===== config.mk =====
export PLATFORM = sky130hd
export DESIGN_NAME = regfile_scoreboard
export DESIGN_NICKNAME = d
export VERILOG_FILES = /design/src/rtl/regfile_scoreboard.sv
export SDC_FILE = /design/constraint.sdc
export NUM_CORES = 2
export LEC_CHECK = 0
export ABC_AREA = 1
export CORE_MARGIN = 2
export CORE_UTILIZATION = 32
export CTS_CLUSTER_DIAMETER = 150
export DETAILED_ROUTE_END_ITERATION = 12
export PLACE_DENSITY = 0.45
export SYNTH_ARGS = -nofsm -noshare
export SYNTH_HDL_FRONTEND = slang
export SYNTH_SLANG_ARGS = --single-unit

===== constraint.sdc =====
create_clock -name clk -period 4.4 [get_ports clk]
set_clock_uncertainty 0.05 [all_clocks]
set_input_delay 0.44 -clock clk [delete_from_list [all_inputs] [get_ports clk]]
set_output_delay 0.44 -clock clk [all_outputs]
set_load 0.05 [all_outputs]

===== src/rtl/regfile_scoreboard.sv =====
// Integer register file with per-register busy scoreboard, decode hazard detection,
// optional write-through bypass (REGFILE_BYPASS_EN) and a saturating stall counter.
module regfile_scoreboard #(
   parameter int XLEN  = 32,
   parameter int NREG  = 32,
   parameter int CNT_W = 16,
   localparam int AW   = $clog2(NREG)
) (
   input  logic             clk,
   input  logic             rst_n,
   input  logic [AW-1:0]    rs1_addr,
   input  logic [AW-1:0]    rs2_addr,
   input  logic             rs1_used,
   input  logic             rs2_used,
   output logic [XLEN-1:0]  rs1_data,
   output logic [XLEN-1:0]  rs2_data,
   input  logic             issue_valid,
   input  logic             issue_rd_en,
   input  logic [AW-1:0]    issue_rd,
   output logic             hazard,
   input  logic             wb_en,
   input  logic [AW-1:0]    wb_addr,
   input  logic [XLEN-1:0]  wb_data,
   input  logic             flush,
   output logic [CNT_W-1:0] hazard_cnt
);

   logic [XLEN-1:0]  rf_word [NREG];
   logic [NREG-1:0]  wb_hit;
   logic [NREG-1:0]  ebusy;
   logic [NREG-1:0]  busy_reg;
   logic [NREG-1:0]  busy_next;
   logic [CNT_W-1:0] cnt_reg;
   logic             rs1_fwd;
   logic             rs2_fwd;
   logic             hazard_raw;
   logic             fire;

   // x0 has no storage and never matches a writeback, so it reads 0 and is never busy
   generate
      for (genvar gi = 0; gi < NREG; gi++) begin : g_reg
         if (gi == 0) begin : g_zero
            assign rf_word[gi] = '0;
            assign wb_hit[gi]  = 1'b0;
         end else begin : g_word
            logic [XLEN-1:0] q_reg;
            assign wb_hit[gi]  = wb_en && (wb_addr == AW'(gi));
            assign rf_word[gi] = q_reg;
            always_ff @(posedge clk or negedge rst_n) begin
               if (!rst_n)
                  q_reg <= '0;
               else if (wb_hit[gi])
                  q_reg <= wb_data;
            end
         end
      end
   endgenerate

`ifdef REGFILE_BYPASS_EN
   assign ebusy   = busy_reg & ~wb_hit;
   assign rs1_fwd = wb_hit[rs1_addr];
   assign rs2_fwd = wb_hit[rs2_addr];
`else
   assign ebusy   = busy_reg;
   assign rs1_fwd = 1'b0;
   assign rs2_fwd = 1'b0;
`endif

   assign rs1_data = !rst_n ? '0 : (rs1_fwd ? wb_data : rf_word[rs1_addr]);
   assign rs2_data = !rst_n ? '0 : (rs2_fwd ? wb_data : rf_word[rs2_addr]);

   assign hazard_raw = issue_valid && !flush &&
                       ((rs1_used    && ebusy[rs1_addr]) ||
                        (rs2_used    && ebusy[rs2_addr]) ||
                        (issue_rd_en && ebusy[issue_rd]));
   assign hazard     = rst_n && hazard_raw;

   assign fire = issue_valid && !flush && !hazard_raw && issue_rd_en && (issue_rd != '0);

   // Set is applied after the writeback clear so a new producer stays outstanding
   always_comb begin
      busy_next = busy_reg & ~wb_hit;
      if (fire)
         busy_next[issue_rd] = 1'b1;
      if (flush)
         busy_next = '0;
      busy_next[0] = 1'b0;
   end

   always_ff @(posedge clk or negedge rst_n) begin
      if (!rst_n)
         busy_reg <= '0;
      else
         busy_reg <= busy_next;
   end

   always_ff @(posedge clk or negedge rst_n) begin
      if (!rst_n)
         cnt_reg <= '0;
      else if (hazard_raw && (cnt_reg != {CNT_W{1'b1}}))
         cnt_reg <= cnt_reg + CNT_W'(1);
   end

   assign hazard_cnt = cnt_reg;

endmodule


[Word-level counts from Yosys, hierarchy flattened]
Index checks and enable logic that the tools add are counted.
Word-level totals
  output and inout port bits: 81
  bits in registers: 1039
  word-level logic and storage cells: 142
  bits of input ports: 60
Operators by class
  reduce and logical (&&, ||, !) cells: 47
  bitwise operators: 5
  add/sub/neg operators: 1
  mux-type cells: 18
  equality and inequality tests: 32
  magnitude comparators: 6
Operator list (number)
  $bmux 32 s5: 2
  $mux 32: 8
  $eq 5x5->1 const B: 16
  $logic_and 1x1->1: 42
  $eq 5x4->1 const B: 8
  $and 32x32->32: 1
  $not 32->32: 1
  $or 32x32->32: 1
  $eq 5x3->1 const B: 4
  $lt 5x6->1 const B: 3
  $add 16x1->16 const B: 1
  $ne 16x16->1 const B: 1
  $bmux 1 s5: 3
  $ge 6x6->1 const B: 2
  $not 5->6: 2
  $eq 5x2->1 const B: 2
  $demux 1 s5: 1
  $eq 5x1->1 const B: 1
  $ge 5x1->1 const B: 1
  $reduce_bool 5->1: 1
  $mux 1: 4
  $logic_not 1->1: 2
  $logic_or 1x1->1: 2

[Longest topological paths before layout]
  depth after elaboration: 12
  gate-level depth with buffers: 17
  depth with buffers taken out: 14

[Worst setup path after synthesis]
OpenSTA, ideal clock, no wires.
  kind: input port to output port
  from: input port rs1_addr[0]
  to: output port rs1_data[10]
  slack: 1.436 ns
  required time: 3.910 ns
  path buffers: 6
  arrival: 2.474 ns
  cell stages on the path: 12
  path through: buf_4 -> inv_2 -> buf_6 -> buf_6 -> buf_6 -> buf_6 -> buf_4 -> nand2_1 -> o211ai_1 -> nand3_1 -> nand3_1 -> a31oi_1
Between the ends
  cells in the longest elaborated chain, start to end: 5
RTL lines
  start: declaration: RTL line 11  | input logic [AW-1:0] rs1_addr,
  $not 5->6 (not written as such): RTL line 69  | assign rs1_data = !rst_n ? '0 : (rs1_fwd ? wb_data : rf_word[rs1_addr]);
  $bmux 32 s5: RTL line 69
  $mux 32 (not written as such) (2 in a row): RTL line 69
  $mux 32: RTL line 69
  end: declaration: RTL line 15  | output logic [XLEN-1:0] rs1_data,
Every way passes these cells. The select of a mux whose other input is x is not followed.

[Final worst setup path]
  from: input port rs1_addr[0]
  to: output port rs1_data[28]
Same word-level chain as after synthesis.

==> impl_results.rst <==
.. list-table::
   :header-rows: 1

   * - Metric
     - Value
   * - CTS tree
     - done
   * - CP Cell Sequence
     - buf_2 > inv_8 > buf_12 > buf_4 > o211ai_1 > nand3_1 > nand3_1 > nand3_1 > nand2_1 > a31oi_1 > buf_12
   * - Final layout net count
     - 7653
   * - Buffers and inverters on the worst path
     - 5
   * - Final std cell area, no fill
     - 66600 um^2
   * - Kind of start point of the critical path
     - input pin
   * - Global route overflow
     - 0
   * - Number of flip-flops and latches in the synthesized netlist
     - 1039
   * - Critical Path Fanout Max
     - around 110
   * - Antenna Violating Nets Remaining
     - 0
   * - Internal portion of total power
     - 19600 uW
   * - Net count of the mapped netlist
     - just under 8000
   * - Number of flip-flops under the largest register name
     - 992
   * - Relative contribution of combinational cells to total power
     - 19.9%
   * - Post-Syn Area per Cell
     - 7.38 um^2
   * - Nature of the critical path endpoint
     - output pin
   * - Overall via count from detail_route
     - 55600
   * - Via density
     - about 5.5
   * - Initial Utilization
     - between 30% and 40%
   * - Area share of the largest cell type after synthesis
     - 44.9%
   * - Synth warn
     - 0
   * - Average wire per cell in the routed design
     - 24.7 um
   * - Outcome
     - finished, final reports clean
   * - Clock buffers created by TritonCTS
     - 131
   * - Delay of the slowest critical-path stage
     - 0.56 ns
   * - Worst setup slack after layout
     - 0.726 ns
   * - DIE WIDTH
     - around 430 um
   * - Transition at the pin with the smallest max-transition slack
     - about 1.2 ns
   * - Clk sinks
     - 1039
   * - Setup-failing EPs final
     - 0
   * - I/O pin count
     - between 100 and 150
   * - Number of antenna violations at the first check in global routing
     - 3
   * - Number of violations of the max-capacitance limit
     - 0
   * - Row count
     - approximately 160
   * - Number of global-route vias before repair
     - 52500
   * - Fill cell total of the finished layout
     - 19100
   * - Total placed instance area
     - roughly 62000 um^2
   * - Number of endpoints with negative hold slack in the final report
     - 0
   * - Highest Clock Rate
     - 272 MHz
   * - Worst setup slack after placement
     - about 0.74 ns
   * - Hold-fix buffers at CTS
     - 1
   * - Final setup TNS
     - 0 ns
   * - Cts repair resizes
     - 0
   * - Biggest area contributors in the synthesized netlist
     - dfrtp_1 45%, o21ai_0 13%, nand2_1 12%
   * - Critical path arrival
     - 3.18 ns
   * - Maximum number of pins on one net before global-route repair
     - 161
   * - CTS H-Tree Depth
     - 4
   * - Setup bufs post-CTS
     - 0
   * - Half-perimeter wire length after detailed placement
     - about 140 mm
   * - Fraction of final layout cells sized beyond drive strength 1
     - 7.63%
   * - TritonRoute pass-1 iters
     - 6
   * - Wire length reported by the detailed router
     - 248 mm
   * - DRC marker count from the first detailed-route iteration
     - 5843
   * - Minimum clock period after layout
     - 3.67 ns
   * - Most area-hungry cell type in the Yosys netlist
     - dfrtp_1
   * - Total of buffers placed on input and output ports
     - 140
   * - WS Path Type
     - input pin to output pin
   * - Full die area
     - around 180000 um^2
   * - Number of buffers between clock root and the deepest sink
     - 3
   * - RSZ-0062 raised after global routing
     - false
   * - Y dimension of the die
     - 429 um
   * - Net switching component of the power
     - 9410 uW
   * - Data required time of the critical path
     - 3.91 ns
   * - Slew Viols, Final
     - 0
   * - Gate count after technology mapping
     - approximately 8000
   * - Register area share after synthesis
     - roughly 45%
   * - Layout overhead on the synthesized area
     - 15.0%
   * - DRC violation count after routing
     - 0
   * - Netlist Area Pre-Place
     - 57900 um^2
   * - Gr usage total
     - a little over a quarter
   * - HP Class
     - input pin to async pin
   * - Clock Latency Late Sink
     - just under 0.8 ns
   * - Ratio of total power to cell area
     - 435 nW/um^2
   * - Final weighted congestion in routability-driven placement
     - 0.872
   * - Clk Tree Root Cell
     - clkbuf_16
   * - Switching share of power
     - about a third
   * - Share of total power in the clock network
     - ~37%
   * - Slowest stage cell on the critical path
     - inv_8
   * - Wire length of the first global-routing pass
     - 368 mm
   * - Largest delay contributor family on the critical path
     - buffers and inverters
   * - Library cell appearing most often on the critical path
     - nand3_1
   * - Final cell utilization of the core
     - 36.9%
   * - Worst-path clk slew
     - 0.05 ns
   * - Placeable core region
     - 180000 um^2
   * - Maximum VDD drop
     - 0.428 mV
   * - Share of the clock period used by the worst path
     - a little over four fifths
   * - Headroom to the max-slew limit
     - between 15 and 20%
   * - Count of unique library cells instantiated by Yosys
     - 34
   * - LEAKAGE
     - ~0.029 uW
   * - Sum of internal, switching and leakage power
     - 29000 uW
   * - Sequential Power Share
     - a little over two fifths
[placed cells by master (no fill, tap or decap), types with 5 or more instances in the layout]
cell type / n
a21oi_1: 463
a22oi_1: 15
a31oi_1: 64
buf_12: 115
buf_2: 5
buf_4: 199
clkbuf_1: 29
clkbuf_16: 135
clkbuf_8: 30
clkdlybuf4s50_1: 64
clkinv_2: 26
dfrtp_1: 1039
inv_1: 559
inv_6: 8
nand2_1: 1790
nand2_4: 23
nand3_1: 859
nand3_4: 6
nor2_1: 123
nor3_1: 14
o211ai_1: 502
o21a_1: 14
o21ai_0: 1494
o21ai_1: 49
o21ai_2: 7
xor2_1: 10
[final timing paths]
kind | startpoint | endpoint | slack (ns) | depth (start not counted)
setup / recovery | rs1_addr[0] | rs1_data[28] | 0.73 | 11
max in group asynchronous | rst_n | g_reg[24].g_word.q_reg[28]$_DFFE_PN0P_ | 2.24 | 5
hold reg to reg | g_reg[14].g_word.q_reg[8]$_DFFE_PN0P_ | g_reg[14].g_word.q_reg[8]$_DFFE_PN0P_ | 0.43 | 2
setup reg to reg | busy_reg[26]$_DFF_PN0_ | busy_reg[2]$_DFF_PN0_ | 1.79 | 11
min in group clk | issue_valid | hazard_cnt[0]$_DFFE_PN0P_ | 0.40 | 5
hold / removal | rst_n | g_reg[10].g_word.q_reg[26]$_DFFE_PN0P_ | 0.18 | 2
[cells in the mapped netlist]
master / n
a21oi_1: 463
a22oi_1: 15
a31oi_1: 64
a32oi_1: 2
and3_1: 1
buf_1: 71
buf_2: 126
buf_4: 17
buf_6: 25
clkbuf_1: 535
clkbuf_2: 1
dfrtp_1: 1039
ha_1: 1
inv_1: 565
inv_2: 5
nand2_1: 1815
nand2_2: 2
nand3_1: 865
nand3_2: 3
nand4_1: 3
nand4_2: 1
nor2_1: 124
nor2_2: 3
nor2_4: 2
nor3_1: 14
nor4_1: 4
o211ai_1: 502
o21a_1: 14
o21ai_0: 1494
o21ai_1: 49
o21ai_2: 7
or2_2: 1
xnor2_1: 4
xor2_1: 10
[cell type report]
type	count	area, um^2	share of cell area [%]
Inverter	570	2180	3.28
Timing Repair Buffer	387	4510	6.77
Antenna cell	2	5.00	0.00752
Tap cell	2370	2970	4.45
Multi-Input combinational cell	5463	26700	40.1
Clock buffer	194	3900	5.86
Sequential cell	1039	26000	39.0
Clock inverter	38	293	0.440
[cells by family (layout without fill, tap and decap cells)]
kind of cell / count (synthesis) / after routing / synth area share, %
AND/OR/NAND/NOR: 2838 / 2838 / 20.4
AO/OA/AOI/OAI: 2610 / 2610 / 25.0
buffers and inverters: 1345 / 1189 / 9.42
flip-flops: 1039 / 1039 / 44.9
XOR/XNOR: 14 / 14 / 0.212
adder cells (fa/ha/maj): 1 / 1 / 0.0216
other: 0 / 2 / 0
[power groups by stage]
| stage | Clock (uW) | Combinational [uW] | Sequential, uW |
|---|---|---|---|
| 6_report | 10700 | 5770 | 12500 |
| 3_3_place_gp | 0 | 5690 | 12600 |
| 3_5_place_dp | 0 | 5770 | 12600 |
| 4_1_cts | 11000 | 5780 | 12400 |
| 2_1_floorplan | 0 | 3850 | 12300 |
| 5_1_grt | 11400 | 6550 | 12700 |
[layer usage]
layer  vias up  routed length, um  track usage, %
met3       375              12700            3.18
met5         -                  0               0
met2      1789             114000            42.6
met1     27300             113000            37.0
met4         0               7970            8.75
li1      26100                  -               -
[through the flow]
step | hold slack, ns | cells
floorplan | 0.0944 | 7847
global placement | 0.415 | 9828
detailed placement | 0.413 | 9828
CTS | 0.185 | 10100
global route | 0.218 | 10100
finish | 0.182 | 10100
(Power assumes the default switching activity.)
